===== config.mk =====
export PLATFORM = sky130hd
export DESIGN_NAME = spi_bus_arbiter
export DESIGN_NICKNAME = d
export VERILOG_FILES = /design/src/rtl/spi_bus_arbiter.sv
export SDC_FILE = /design/constraint.sdc
export NUM_CORES = 1
export LEC_CHECK = 0
export BUFFER_PORTS_ARGS = -buffer_cell sky130_fd_sc_hd__buf_2
export CAP_MARGIN = 20
export CORE_AREA = 5 5 91 102
export CTS_CLUSTER_DIAMETER = 40
export DETAILED_ROUTE_END_ITERATION = 8
export DIE_AREA = 0 0 96 107
export GPL_TIMING_DRIVEN = 0
export PLACE_DENSITY = 0.57
export SLEW_MARGIN = 15
export SYNTH_ARGS = -nofsm -noshare
export SYNTH_HDL_FRONTEND = slang
export SYNTH_SLANG_ARGS = --single-unit

===== constraint.sdc =====
create_clock -name clk -period 4.3 [get_ports clk]
set_input_delay 0.86 -clock clk [delete_from_list [all_inputs] [get_ports clk]]
set_output_delay 0.86 -clock clk [all_outputs]
set_load 0.05 [all_outputs]

===== src/rtl/spi_bus_arbiter.sv =====
// spi_bus_arbiter
//   Shares one quick_spi master between NUM_REQ clients. Round-robin grant,
//   one SPI transaction per grant, command latched at grant time, read data
//   returned with a one-cycle done pulse, per-transaction watchdog.
//
// Ports
//   clk, reset_n       clock, synchronous active-low reset
//   i_req              per-client request level, held until its done pulse
//   i_req_cmd          16-bit command per client, slice i = [16*i+15:16*i]
//   i_req_op           per-client operation (1 = write, 0 = read)
//   i_req_slave        2-bit slave select per client
//   o_done             one-cycle completion pulse to the granted client
//   o_err              with o_done: transaction aborted by watchdog
//   o_rdata            read data of last completed transaction
//   o_busy             arbiter not idle
//   o_spi_*            drive quick_spi (enable, start, outgoing, operation, slave)
//   i_spi_eot          quick_spi end_of_transaction pulse
//   i_spi_incoming     quick_spi incoming_data
module spi_bus_arbiter #(
  parameter int NUM_REQ     = 2,
  parameter int TIMEOUT_CYC = 4096,
  parameter int GAP_CYC     = 4
) (
  input  logic                 clk,
  input  logic                 reset_n,
  input  logic [NUM_REQ-1:0]   i_req,
  input  logic [16*NUM_REQ-1:0] i_req_cmd,
  input  logic [NUM_REQ-1:0]   i_req_op,
  input  logic [2*NUM_REQ-1:0] i_req_slave,
  output logic [NUM_REQ-1:0]   o_done,
  output logic                 o_err,
  output logic [7:0]           o_rdata,
  output logic                 o_busy,
  output logic                 o_spi_enable,
  output logic                 o_spi_start,
  output logic [15:0]          o_spi_outgoing,
  output logic                 o_spi_operation,
  output logic [1:0]           o_spi_slave,
  input  logic                 i_spi_eot,
  input  logic [7:0]           i_spi_incoming
);

  localparam int IW = (NUM_REQ > 1) ? $clog2(NUM_REQ) : 1;
  localparam int WW = $clog2(TIMEOUT_CYC);
  localparam int GW = (GAP_CYC > 1) ? $clog2(GAP_CYC) : 1;
  localparam logic [WW-1:0] WD_LAST  = WW'(TIMEOUT_CYC - 1);
  localparam logic [GW-1:0] GAP_LAST = GW'(GAP_CYC - 1);

  typedef enum logic [1:0] {S_IDLE, S_START, S_WAIT, S_GAP} state_t;

  typedef struct packed {
    logic [15:0] data;
    logic        op;
    logic [1:0]  slave;
  } cmd_t;

  state_t                 r_state;
  logic [IW-1:0]          r_rr_ptr;
  logic [IW-1:0]          r_gnt;
  logic [WW-1:0]          r_wd;
  logic [GW-1:0]          r_gc;
  cmd_t                   r_cmd;
  logic [NUM_REQ-1:0]     r_done;
  logic                   r_err;
  logic [7:0]             r_rdata;
  logic                   r_busy;
  logic                   r_spi_enable;
  logic                   r_spi_start;

  // Per-client views of the flat command / slave buses.
  logic [NUM_REQ-1:0][15:0] w_cmd;
  logic [NUM_REQ-1:0][1:0]  w_slave;
  assign w_cmd   = i_req_cmd;
  assign w_slave = i_req_slave;

  // Client index rr_ptr+k, wrapped to 0..NUM_REQ-1.
  function automatic logic [IW-1:0] wrap_idx(input logic [IW-1:0] p, input int k);
    int unsigned s;
    s = (int'(p) + k) % NUM_REQ;
    return IW'(s);
  endfunction

  // Round-robin pick: scan rr_ptr+1 .. rr_ptr+NUM_REQ. Descending loop so
  // the smallest offset (the one just after the last winner) ends up winning.
  logic          w_hit;
  logic [IW-1:0] w_gnt;
  always_comb begin
    w_hit = 1'b0;
    w_gnt = '0;
    for (int k = NUM_REQ; k >= 1; k--) begin
      if (i_req[wrap_idx(r_rr_ptr, k)]) begin
        w_hit = 1'b1;
        w_gnt = wrap_idx(r_rr_ptr, k);
      end
    end
  end

  always_ff @(posedge clk) begin
    if (!reset_n) begin
      r_state      <= S_IDLE;
      r_rr_ptr     <= IW'(NUM_REQ - 1);
      r_gnt        <= '0;
      r_wd         <= '0;
      r_gc         <= '0;
      r_cmd        <= '0;
      r_done       <= '0;
      r_err        <= 1'b0;
      r_rdata      <= '0;
      r_busy       <= 1'b0;
      r_spi_enable <= 1'b0;
      r_spi_start  <= 1'b0;
    end else begin
      // done/err are single-cycle pulses
      r_done <= '0;
      r_err  <= 1'b0;
      case (r_state)
        S_IDLE: begin
          if (w_hit) begin
            r_gnt       <= w_gnt;
            r_rr_ptr    <= w_gnt;
            r_cmd.data  <= w_cmd[w_gnt];
            r_cmd.op    <= i_req_op[w_gnt];
            r_cmd.slave <= w_slave[w_gnt];
            r_busy      <= 1'b1;
            r_state     <= S_START;
          end
        end
        S_START: begin
          r_spi_enable <= 1'b1;
          r_spi_start  <= 1'b1;
          r_wd         <= '0;
          r_state      <= S_WAIT;
        end
        S_WAIT: begin
          // eot takes priority over a watchdog expiry on the same cycle
          if (i_spi_eot) begin
            r_rdata       <= i_spi_incoming;
            r_done[r_gnt] <= 1'b1;
            r_spi_start   <= 1'b0;
            r_gc          <= '0;
            r_state       <= S_GAP;
          end else if (r_wd == WD_LAST) begin
            r_done[r_gnt] <= 1'b1;
            r_err         <= 1'b1;
            r_spi_start   <= 1'b0;
            r_spi_enable  <= 1'b0;
            r_gc          <= '0;
            r_state       <= S_GAP;
          end else begin
            r_wd <= r_wd + 1'b1;
          end
        end
        S_GAP: begin
          // ss_n stays high for GAP_CYC cycles before the next frame
          if (r_gc == GAP_LAST) begin
            r_spi_enable <= 1'b0;
            r_busy       <= 1'b0;
            r_state      <= S_IDLE;
          end else begin
            r_gc <= r_gc + 1'b1;
          end
        end
        default: r_state <= S_IDLE;
      endcase
    end
  end

  assign o_done          = r_done;
  assign o_err           = r_err;
  assign o_rdata         = r_rdata;
  assign o_busy          = r_busy;
  assign o_spi_enable    = r_spi_enable;
  assign o_spi_start     = r_spi_start;
  assign o_spi_outgoing  = r_cmd.data;
  assign o_spi_operation = r_cmd.op;
  assign o_spi_slave     = r_cmd.slave;

endmodule

==> results of run 1 <==
metrics by stage:
step,hold slack (ns),std cells,cell area (µm²),util
after floorplan,0.4169,264,2379,-
after global placement,0.4410,458,2933,0.3601
after detailed placement,0.4435,458,2933,0.3601
after CTS,0.4556,466,3033,0.3724
after global routing,0.4778,466,3033,0.3724
final,0.4566,466,3033,0.3724
cell type report:
cell class | instances | area (µm²) | share of cell area
timing repair buffer | 83 | 415.4 | 0.1370
buffer | 17 | 101.3 | 0.03342
inverter | 5 | 18.77 | 0.006188
sequential | 51 | 1021 | 0.3366
clock buffer | 8 | 100.1 | 0.03300
tap | 111 | 138.9 | 0.04579
multi-input combinational | 191 | 1237 | 0.4080
state kept, by name (all words and copies together), names as in the netlist:
name	cells
o_rdata	8
r_wd	12
o_err	1
r_rr_ptr	1
o_spi_operation	1
o_busy	1
r_gnt	1
o_spi_start	1
r_gc	2
o_done	2
o_spi_outgoing	16
o_spi_slave	2
r_state	2
o_spi_enable	1
per-layer routing:
metal,vias to the layer above,share of wire
li1,1139,-
met4,0,0.011
met2,67,0.47
met1,1011,0.45
met3,8,0.069
met5,-,0
layout by cell type (no fill, tap or decap), drive strengths merged, types with 3 or more instances in the layout:
cell type	n
and4	3
a31o	3
ha	7
buf	91
a211oi	23
nand4	3
a21oi	19
nand3	16
inv	5
clkbuf	17
dfxtp	51
nor2	35
o21ai	6
mux2i	19
and3	5
nand2b	3
nand2	21
a31oi	5
where the power goes:
| group | total, mW | internal [mW] | switching [mW] |
|---|---|---|---|
| Combinational | 0.806 | 0.222 | 0.584 |
| Sequential | 0.636 | 0.576 | 0.0598 |
| Clock | 0.301 | 0.147 | 0.154 |
| Total | 1.74 | 0.945 | 0.798 |
how the worst max path moves through the flow:
stage | from | end | slack (ns) | cells past startpoint
6_report | r_wd[0]$_SDFFE_PN0P_ | r_wd[8]$_SDFFE_PN0P_ | 2.18 | 6
5_1_grt | r_wd[0]$_SDFFE_PN0P_ | r_wd[3]$_SDFFE_PN0P_ | 2.05 | 6
4_1_cts | r_wd[0]$_SDFFE_PN0P_ | r_wd[8]$_SDFFE_PN0P_ | 2.17 | 6
3_5_place_dp | i_spi_eot | r_wd[3]$_SDFFE_PN0P_ | 1.97 | 5
3_3_place_gp | i_spi_eot | r_wd[8]$_SDFFE_PN0P_ | 1.99 | 5
2_1_floorplan | i_req[1] | o_spi_outgoing[10]$_SDFFE_PN0P_ | 2.45 | 6
logic make-up (layout without fill, tap and decap cells):
group,Yosys count,after routing,synth area share
adder cells (fa/ha/maj),7,7,0.03682
multiplexers,19,19,0.07996
AO/OA/AOI/OAI,69,69,0.2036
flip-flops,51,51,0.4292
buffers and inverters,22,113,0.05049
AND/OR/NAND/NOR,96,96,0.1999
tightest hold or removal path, stage by stage (launching register included):
cell and delay (ns):
dfxtp_1 0.31, nand2_1 0.05, a21oi_1 0.05
==> summary.txt, run 1 <==
Global routing
  – GRT busiest layer: met2
  – Gr usage total: 0.1251
  – Vias in the first global route: between 2000 and 2500
  – Final global-route overflow total: 0
  – Initial antenna violation count: 0
  – GR Util met3: 0.03719
  – Global-route wire length before repair: 10390 µm
  – Largest net degree at the start of global routing: 15
  – Global-route met2 utilization: 0.2052
  – Met1 Track Usage GR: 0.1576

Yosys
  – Syn_nets: about 320
  – Most frequent cell after synthesis: dfxtp_1
  – Register bit total from synthesis: 51
  – Synth top area share: 0.4292
  – Post-synth ARST share: 0
  – Synth area leader: dfxtp_1
  – Main synth FF type: dfxtp_1
  – Warnings from Yosys: 0
  – Average cell area after synthesis: about 9 µm²
  – Post-synthesis sequential area ratio: 0.4292
  – Synth top area cells: dfxtp_1, mux2i_1, a211oi_1
  – Netlist cell types: 45
  – Most frequent cells after synthesis: dfxtp_1, nor2_1, a211oi_1, nand2_1
  – Syn Std Cell Area: between 2000 and 2500 µm²
  – EDFF count, synth: 0
  – Gate count of the mapped netlist: between 200 and 300

Die
  – Core Rows: 35
  – DIE AREA: approximately 10000 µm²
  – Boundary Pins: 84
  – Initial Util: 0.2920
  – Die height: between 100 and 150 µm
  – Core footprint: about 8100 µm²
  – Width of the chip: about 96 µm

Layout
  – Area delta synth->final: 27.51%
  – Filler cells: 880
  – Layout cells sized above 1: 0.3099
  – # diodes: 0
  – Nets: approximately 400

Critical path
  – Worst r2r path cells: 6
  – Slowest stage cell, crit path: a41oi_1
  – Reg-to-reg slack, setup: between 2 and 2.5 ns
  – Crit path capture type: register
  – FF-to-FF End: r_wd[8]$_SDFFE_PN0P_
  – CP max FO: 8
  – Worst path arrival time: 2.34 ns
  – Required time worst endpoint: roughly 4.5 ns
  – Crit path launch type: register
  – CP Cell Sequence: ha_1 -> and3_4 -> buf_6 -> a41oi_1 -> nor2_1 -> o22a_1
  – R2r startpoint: r_wd[0]$_SDFFE_PN0P_
  – CP peak stage delay: ~0.62 ns
  – WP buf/inv: 1
  – Critical path class: register to register
  – CP top delay family: compound AO/OA/AOI/OAI gates

Clock tree
  – Worst skew pair latency: approximately 0.31 ns
  – Post-CTS Setup Bufs: 0
  – # H-tree levels: 2
  – Worst-path clk slew: about 0.090 ns
  – CTS tree: yes
  – Clk root buf: clkbuf_8
  – Clock sink count: 51
  – Cts hold-fix bufs: 0
  – Cts bufs inserted: 5
  – CTS Buffer Depth: 2
  – CTS resizes: 0

Timing
  – Setup slack after layout: roughly 2.2 ns
  – Min Tclk post-route: 2.124 ns
  – RSZ-0062 raised after global routing: no
  – Setup TNS: 0 ns
  – Relative slew slack: 0.5172
  – Final Hold Viols: 0
  – Worst Max-Slew Pin Slew: 0.7148 ns
  – Clk_skew: about 0.011 ns
  – Max Slew Vio Count: 0
  – Final setup viols: 0
  – Final period util: 0.4940
  – Max Freq: between 400 and 500 MHz

Min path
  – Min-delay src: o_rdata[7]$_SDFFE_PN0P_
  – Worst min path class: register to register
  – WHS Path Cells: 2
  – Hold Path End: o_rdata[7]$_SDFFE_PN0P_

Placed design
  – Port bufs: 83
  – Final HPWL DP: ~4700 µm
  – DP Worst Slack: ~2 ns
  – GPL Wtd Cong: between 0.7 and 0.8

Power and ir drop
  – PD cells: around 570 nW/µm²
  – Pleak: ~1.3 nW
  – Peak VDD IR: approximately 0.39 mV
  – PnR Total Power: between 1.5 and 2 mW

Route
  – Via density: 4.775
  – Vias post-DR: approximately 2200
  – DRT Pass-1 Iters: 4
  – Post-DR wirelength/cell: about 13 µm
  – Final WL: 6237 µm
  – Antenna viol nets, final: 0
  – Drc violations: 0
  – Number of DRC markers in iteration 0: 76

Run status
  – Status: finished, final reports clean

Flow run
  – Max Cap Viol: 0
No activity file was read; power rests on OpenSTA's default activity.
==> run 2, diff against run 1 <==
--- a/config.mk
+++ b/config.mk
@@ -12,7 +12,7 @@
 export DETAILED_ROUTE_END_ITERATION = 8
 export DIE_AREA = 0 0 96 107
 export GPL_TIMING_DRIVEN = 0
-export PLACE_DENSITY = 0.57
+export PLACE_DENSITY = 0.59
 export SLEW_MARGIN = 15
 export SYNTH_ARGS = -nofsm -noshare
 export SYNTH_HDL_FRONTEND = slang
==> constraint.sdc (replaced) <==
create_clock -name clk -period 1.9 [get_ports clk]
set_input_delay 0.38 -clock clk [delete_from_list [all_inputs] [get_ports clk]]
set_output_delay 0.38 -clock clk [all_outputs]
set_load 0.05 [all_outputs]
==> run 2 against run 1 <==
  * Clock-buffer cell count fell by 1
  * Clock skew fell by 0.0082 ns
  * Die area did not move
  * Critical path type unchanged
  * Design area rose by 1.7%
  * Clock power rose by 130%
  * Worst hold slack got worse by 0.14 ns
  * Critical endpoint is now r_wd[6]$_SDFFE_PN0P_
  * Utilization rose by 0.65 points
==> summary.txt, run 2 (synthesis gave the netlist of run 1 again) <==
Run status
  – Status: finished, final reports clean

Placed design
  – Port bufs: 83 (unchanged)
  – GPL Wtd Cong: 0.7587 (+2.2%)
  – Final HPWL DP: 4705 µm (-0.31%)
  – Placed Instances: 458 (unchanged)
  – DP Worst Slack: -0.1697 ns (-2.138 ns)

Global routing
  – Gr usage total: 0.1238 (-0.001279)
  – Final global-route overflow total: 0 (unchanged)
  – Global-route wire length before repair: 10090 µm (-2.9%)
  – Largest net degree at the start of global routing: 16 (+1)
  – Vias in the first global route: 2184 (-3.0%)
  – Initial antenna violation count: 0 (unchanged)

Critical path
  – CP top delay family: simple AND/OR/NAND/NOR gates
  – CP max FO: 8 (unchanged)
  – Critical path class: register to register
  – CP peak stage delay: 0.46 ns (-0.16 ns)
  – Crit path launch type: register
  – Slowest stage cell, crit path: or4_1
  – Crit path capture type: register
  – Worst path arrival time: 2.05 ns (-0.29 ns)
  – CP Cell Sequence: ha_2 -> and3_4 -> buf_6 -> a41oi_4 -> nand2_4 -> or4_1 -> nand3_1
  – WP buf/inv: 1 (unchanged)
  – Required time worst endpoint: 2.15 ns (-2.36 ns)

Timing
  – Clk_skew: 0.002890 ns (-0.008159 ns)
  – Relative slew slack: 0.6559 (+0.1387)
  – Min Tclk post-route: 1.802 ns (-0.3222 ns)
  – RSZ-0062 raised after global routing: no
  – Final setup viols: 0 (unchanged)
  – Final Hold Viols: 0 (unchanged)
  – Final period util: 0.9484 (+0.4544)
  – Setup slack after layout: 0.09811 ns (-2.078 ns)
  – Max Freq: 555.0 MHz (+18%)
  – Worst Max-Slew Pin Slew: 0.5162 ns (-0.1986 ns)
  – Max Slew Vio Count: 0 (unchanged)

Route
  – Number of DRC markers in iteration 0: 89 (+17%)
  – Via density: 4.714 (-1.3%)
  – DRT Pass-1 Iters: 4 (unchanged)
  – Post-DR wirelength/cell: 13.12 µm (-2.0%)
  – Final WL: 6153 µm (-1.3%)
  – Antenna viol nets, final: 0 (unchanged)
  – Drc violations: 0 (unchanged)
  – Vias post-DR: 2211 (-0.63%)

Clock tree
  – Clock sink count: 51 (unchanged)
  – # H-tree levels: 2 (unchanged)
  – CTS tree: yes
  – Clk root buf: clkbuf_8
  – Worst-path clk slew: 0.09 ns (about the same)
  – CTS Buffer Depth: 2 (unchanged)
  – Cts bufs inserted: 5 (unchanged)
  – Worst skew pair latency: 0.30 ns (about the same)

Power and ir drop
  – Flop pwr share: 0.360 (-0.005)
  – Switching Power: 1.819 mW (+130%)
  – Internal power: 2.172 mW (+130%)
  – Peak VDD IR: 0.7225 mV (+87%)
  – Share of total power in combinational logic: 0.467 (+0.004)
  – Switching part of the total: 0.4558 (-0.002134)
  – Pleak: 1.338 nW (+1.5%)
  – Clock power share: 0.173 (about the same)
  – PD cells: 1293 nW/µm² (+130%)
  – PnR Total Power: 3.990 mW (+130%)

Die
  – Initial Util: 0.2920 (unchanged)
  – DIE AREA: 10270 µm² (unchanged)
  – Core Rows: 35 (unchanged)
  – Boundary Pins: 84 (unchanged)
  – Width of the chip: 96 µm (unchanged)
  – Die height: 107 µm (unchanged)
  – Core footprint: 8145 µm² (unchanged)

Layout
  – Most common cell after layout, fill and taps aside: buf_2
  – Area delta synth->final: 29.72%
  – Nets: 415 (+0.73%)
  – Final cell count without fillers: 469 (+0.64%)
  – # diodes: 0 (unchanged)
  – Largest register FFs: 16 (unchanged)
  – Commonest non-fill, non-tap cells in the layout: buf_2, dfxtp_1, nor2_1
  – Layout cells sized above 1: 0.3352 (+0.02534)
  – Final core occ: 0.3788 (+0.006452)

Min path
  – Worst min path class: input port to register

Flow run
  – Max Cap Viol: 0 (unchanged)
## run 2: cell count changes in the layout (fill, tap and decap cells not counted), sizes merged
cell / delta
buf: +2
clkinvlp: +1
## run 2: timing repair
item                                    in CTS  in global routing
hold buffers                                 0                  0
endpoints found under the hold margin        0                  0
endpoints found under the setup margin      19                 16
gates resized for setup                      3                  7
buffers inserted                             3                  0
pin swaps                                    2                  0
## run 2: path summary, 6_finish.rpt
path                                              start                       to  slack, ns  cells after the start
worst min-delay path                  i_spi_incoming[2]  o_rdata[2]$_SDFFE_PN0P_       0.32                      3
worst max register to register     r_wd[0]$_SDFFE_PN0P_     r_wd[6]$_SDFFE_PN0P_        0.1                      7
worst max-delay path               r_wd[0]$_SDFFE_PN0P_     r_wd[6]$_SDFFE_PN0P_        0.1                      7
worst min register to register  o_rdata[2]$_SDFFE_PN0P_  o_rdata[2]$_SDFFE_PN0P_       0.46                      2
## run 2: stage by stage
| stage | area (µm²) | hold WS, ns | setup TNS, ns |
|---|---|---|---|
| 6_report | 3085 | 0.3184 | 0 |
| 3_5_place_dp | 2933 | 0.4474 | -1.069 |
| 2_1_floorplan | 2379 | 0.4169 | 0 |
| 4_1_cts | 3069 | 0.3083 | 0 |
| 3_3_place_gp | 2933 | 0.4434 | -0.8694 |
| 5_1_grt | 3085 | 0.3076 | 0 |
## run 2: final cells by class
cell class | instances | area [µm²]
Fill cell | 869 | 5060
Buffer | 17 | 108.9
Multi-Input combinational cell | 191 | 1254
Clock inverter | 1 | 7.507
Tap cell | 111 | 138.9
Sequential cell | 51 | 1023
Timing Repair Buffer | 86 | 437.9
Clock buffer | 7 | 96.34
Inverter | 5 | 18.77
## run 2: routing by layer
metal | up-vias | wire (µm) | GRT usage
met1 | 997 | 2680 | 0.1517
met4 | 0 | 76 | 0.03963
met2 | 65 | 2913 | 0.2008
met5 | - | 0 | 0
met3 | 6 | 482 | 0.04281
li1 | 1143 | - | -
## run 2: power groups by stage
stage | sequential, mW | clock, mW | combinational [mW]
after detailed placement | 1.46 | 0 | 1.84
after CTS | 1.44 | 0.722 | 1.86
after global placement | 1.46 | 0 | 1.82
after global routing | 1.47 | 0.761 | 2.02
final | 1.44 | 0.690 | 1.86
after floorplan | 2.14 | 0 | 0.697
## run 2: worst min-delay path, cell delays in order
cell and delay, ns:
buf_2 0.10, nand3_1 0.05, a21oi_1 0.05
==> run 3, diff against run 2 <==
--- a/config.mk
+++ b/config.mk
@@ -5,14 +5,15 @@
 export SDC_FILE = /design/constraint.sdc
 export NUM_CORES = 1
 export LEC_CHECK = 0
+export ABC_AREA = 1
 export BUFFER_PORTS_ARGS = -buffer_cell sky130_fd_sc_hd__buf_2
 export CAP_MARGIN = 20
-export CORE_AREA = 5 5 91 102
+export CORE_AREA = 8 8 96 107
 export CTS_CLUSTER_DIAMETER = 40
 export DETAILED_ROUTE_END_ITERATION = 8
-export DIE_AREA = 0 0 96 107
+export DIE_AREA = 0 0 104 115
 export GPL_TIMING_DRIVEN = 0
-export PLACE_DENSITY = 0.59
+export PLACE_DENSITY = 0.58
 export SLEW_MARGIN = 15
 export SYNTH_ARGS = -nofsm -noshare
 export SYNTH_HDL_FRONTEND = slang
==> run 3 against run 2 <==
  * Setup slack gained 0.11 ns
  * Utilization decreased by 1.4 points
  * Critical path depth unchanged
  * Flip-flop and latch count is the same
  * Global-route usage fell by 0.77 points
  * Clock power fell by 5.8%
  * Area after synthesis is 3.9% higher
  * Register-to-register slack better by 0.11 ns
  * Wire length increased by 11%
  * Largest cell class unchanged
  * Worst hold slack worse by 0.018 ns
  * Largest power group unchanged
  * Final cell count increased by 19%
  * Synthesized cell count rose by 33%
==> summary.txt, run 3 <==
Clock tree
  – Cts bufs inserted: 5 (unchanged)
  – Post-CTS Setup Bufs: 0 (-3)
  – Worst-path clk slew: 0.10 ns (about the same)
  – CTS tree: yes
  – CTS Buffer Depth: 2 (unchanged)
  – Worst skew pair latency: 0.31 ns (about the same)
  – Clock sink count: 51 (unchanged)
  – Clk root buf: clkbuf_8
  – # H-tree levels: 2 (unchanged)

Timing
  – Clk_skew: 0.01095 ns (+0.008061 ns)
  – Worst Max-Slew Pin Slew: 0.5632 ns (+0.04702 ns)
  – Final Hold Viols: 0 (unchanged)
  – Max Slew Vio Count: 0 (unchanged)
  – Min Tclk post-route: 1.694 ns (-0.1081 ns)
  – WHS: 0.3005 ns (-0.01784 ns)
  – Relative slew slack: 0.6245 (-0.03134)
  – Final period util: 0.8915 (-0.05688)
  – Setup TNS: 0 ns (unchanged)
  – Max Freq: 590.4 MHz (+6.4%)
  – RSZ-0062 raised after global routing: no
  – Final setup viols: 0 (unchanged)
  – Setup slack after layout: 0.2062 ns (+0.1081 ns)

Yosys
  – Synth top area share: 0.4132 (-0.01608)
  – Average cell area after synthesis: 7.020 µm² (-22%)
  – EDFF count, synth: 0 (unchanged)
  – Most frequent cells after synthesis: nand2_1, dfxtp_1, nor2_1, o21ai_0, inv_1
  – Netlist cell types: 28 (-38%)
  – Main synth FF type: dfxtp_1
  – Post-synth ARST share: 0 (unchanged)
  – Synth top area cells: dfxtp_1, nand2_1, nor2_1
  – Gate count of the mapped netlist: 352 (+33%)
  – Post-synthesis sequential area ratio: 0.4132 (-0.01608)
  – Syn Std Cell Area: 2471 µm² (+3.9%)
  – Register bit total from synthesis: 51 (unchanged)
  – Synth area leader: dfxtp_1
  – Warnings from Yosys: 0 (unchanged)
  – Syn_nets: 410 (+27%)
  – Most frequent cell after synthesis: nand2_1

Layout
  – Flip-flop and latch area: 1021 µm² (-0.24%)
  – Layout cells sized above 1: 0.2460 (-0.08915)
  – Area delta synth->final: 26.33%
  – Final core occ: 0.3648 (-0.01404)
  – Area of the multi-input gates: 1241 µm² (-1.0%)
  – Final cell count without fillers: 557 (+19%)
  – # diodes: 0 (unchanged)
  – Nets: 500 (+20%)
  – Most common cell after layout, fill and taps aside: nand2_1
  – Final Instance Area: 3122 µm² (+1.2%)
  – Filler cells: 949 (+9.2%)
  – Commonest non-fill, non-tap cells in the layout: nand2_1, buf_2, dfxtp_1
  – Largest register FFs: 16 (unchanged)

Placed design
  – Placed Area: 3029 µm² (+3.3%)
  – Placed Instances: 549 (+20%)
  – Port bufs: 83 (unchanged)
  – DP Worst Slack: 0.1406 ns (+0.3103 ns)
  – Final HPWL DP: 5396 µm (+15%)
  – GPL Wtd Cong: 0.7611 (+0.32%)

Global routing
  – GRT busiest layer: met2
  – Largest net degree at the start of global routing: 18 (+2)
  – Vias in the first global route: 2578 (+18%)
  – Gr usage total: 0.1161 (-0.007735)
  – Global-route met2 utilization: 0.1943 (-0.006440)
  – Final global-route overflow total: 0 (unchanged)
  – Global-route wire length before repair: 11560 µm (+15%)
  – Met1 Track Usage GR: 0.1285 (-0.02317)
  – Initial antenna violation count: 0 (unchanged)
  – GR Util met3: 0.04821 (+0.005399)

Power and ir drop
  – Clock power share: 0.156 (-0.017)
  – Share of total power in combinational logic: 0.493 (+0.026)
  – Flop pwr share: 0.351 (-0.009)
  – Pleak: 1.447 nW (+8.1%)
  – Switching part of the total: 0.4829 (+0.02713)
  – PD cells: 1333 nW/µm² (+3.1%)
  – Internal power: 2.153 mW (-0.88%)
  – Switching Power: 2.010 mW (+11%)
  – Peak VDD IR: 0.6631 mV (-8.2%)
  – PnR Total Power: 4.163 mW (+4.3%)

Critical path
  – Worst path depth: 7 (unchanged)
  – Critical path class: register to register
  – FF-to-FF End: o_spi_outgoing[5]$_SDFFE_PN0P_
  – Worst path arrival time: 1.87 ns (-0.18 ns)
  – Worst r2r path cells: 7 (unchanged)
  – Required time worst endpoint: 2.08 ns (-0.07 ns)
  – Crit path launch type: register
  – Slowest stage cell, crit path: dfxtp_1
  – Reg-to-reg slack, setup: 0.21 ns (+0.11 ns)
  – R2r startpoint: r_state[1]$_SDFFE_PN0P_
  – Crit path capture type: register
  – CP top delay family: buffers and inverters
  – CP Cell Sequence: inv_1 -> ha_1 -> o21ai_1 -> inv_1 -> buf_2 -> clkbuf_1 -> a31oi_1
  – Critical path's most frequent cell: inv_1
  – Crit path launch: r_state[1]$_SDFFE_PN0P_
  – Critical path endpoint: o_spi_outgoing[5]$_SDFFE_PN0P_
  – WP buf/inv: 4 (+3)
  – CP peak stage delay: 0.36 ns (-0.10 ns)
  – CP max FO: 10 (+2)

Route
  – Final WL: 6847 µm (+11%)
  – Via density: 4.474 (-5.1%)
  – Vias post-DR: 2492 (+13%)
  – Drc violations: 0 (unchanged)
  – Post-DR wirelength/cell: 12.29 µm (-6.3%)
  – Number of DRC markers in iteration 0: 158 (+78%)
  – Antenna viol nets, final: 0 (unchanged)
  – DRT Pass-1 Iters: 4 (unchanged)

Die
  – Boundary Pins: 84 (unchanged)
  – Core Rows: 36 (+2.9%)
  – Initial Util: 0.2887 (-0.003270)
  – Width of the chip: 104 µm (+8.3%)
  – DIE AREA: 11960 µm² (+16%)
  – Core footprint: 8558 µm² (+5.1%)
  – Die height: 115 µm (+7.5%)

Run status
  – Status: finished, final reports clean

Flow run
  – Max Cap Viol: 0 (unchanged)

Min path
  – Worst min path class: input port to register
[run 3: changes by cell type after synthesis, moves of 4 or more]
cell | before | now
a211oi_1 | 23 | 0
a21oi_1 | 19 | 15
mux2i_1 | 19 | 0
a31oi_1 | 5 | 19
nand3_1 | 16 | 21
nor2_1 | 35 | 44
inv_1 | 4 | 27
o21ai_0 | 6 | 29
nand2_1 | 20 | 101
[run 3: worst min path at each step]
stage,endpoint,startpoint,depth (start not counted),slack (ns)
after global routing,o_err$_SDFF_PP0_,i_spi_eot,2,0.31
after CTS,o_err$_SDFF_PP0_,i_spi_eot,2,0.30
after floorplan,o_done[0]$_SDFF_PP0_,r_gnt$_SDFFE_PN0P_,1,0.41
after global placement,o_done[0]$_SDFF_PP0_,r_gnt$_SDFFE_PN0P_,1,0.44
final,o_err$_SDFF_PP0_,i_spi_eot,2,0.30
after detailed placement,o_done[0]$_SDFF_PP0_,r_gnt$_SDFFE_PN0P_,1,0.45
[run 3: timing repair]
| item | 4_1_cts | 5_1_grt |
|---|---|---|
| resized for setup | 0 | 3 |
| hold buffers | 0 | 0 |
| endpoints found under the setup margin | 0 | 8 |
[run 3: logic make-up after synthesis]
family,after synthesis,share of synthesized area
xor+xnor,1,0.003545
simple gates,180,0.3129
fa+ha+maj,7,0.03544
compound gates,68,0.1504
flops,51,0.4132
buf+inv,45,0.08455
[run 3: layer usage]
layer,share of wire,up-vias
li1,-,1331
met1,0.46,1071
met2,0.44,80
met3,0.082,10
met4,0.018,0
met5,0,-
[run 3: cell type report]
class | count | share of cell area
multi-input cells | 256 | 0.3976
clock inverters | 3 | 0.007214
flip-flops and latches | 51 | 0.3271
plain buffers | 17 | 0.03367
well taps | 114 | 0.04569
clock buffers | 5 | 0.02204
inverters | 28 | 0.03367
repair buffers | 83 | 0.1331
[run 3: power by group through the flow]
| stage | clock network (mW) | registers, mW | logic (mW) |
|---|---|---|---|
| 2_1_floorplan | 0 | 2.13 | 0.894 |
| 3_3_place_gp | 0 | 1.48 | 2.05 |
| 3_5_place_dp | 0 | 1.48 | 2.07 |
| 4_1_cts | 0.679 | 1.46 | 2.07 |
| 5_1_grt | 0.712 | 1.50 | 2.26 |
| 6_report | 0.650 | 1.46 | 2.05 |
[run 3: worst reg2reg max path, cell delays in order, from the launching register on]
cell,delay [ns]
dfxtp_1,0.36
inv_1,0.12
ha_1,0.20
o21ai_1,0.14
inv_1,0.09
buf_2,0.19
clkbuf_1,0.34
a31oi_1,0.14
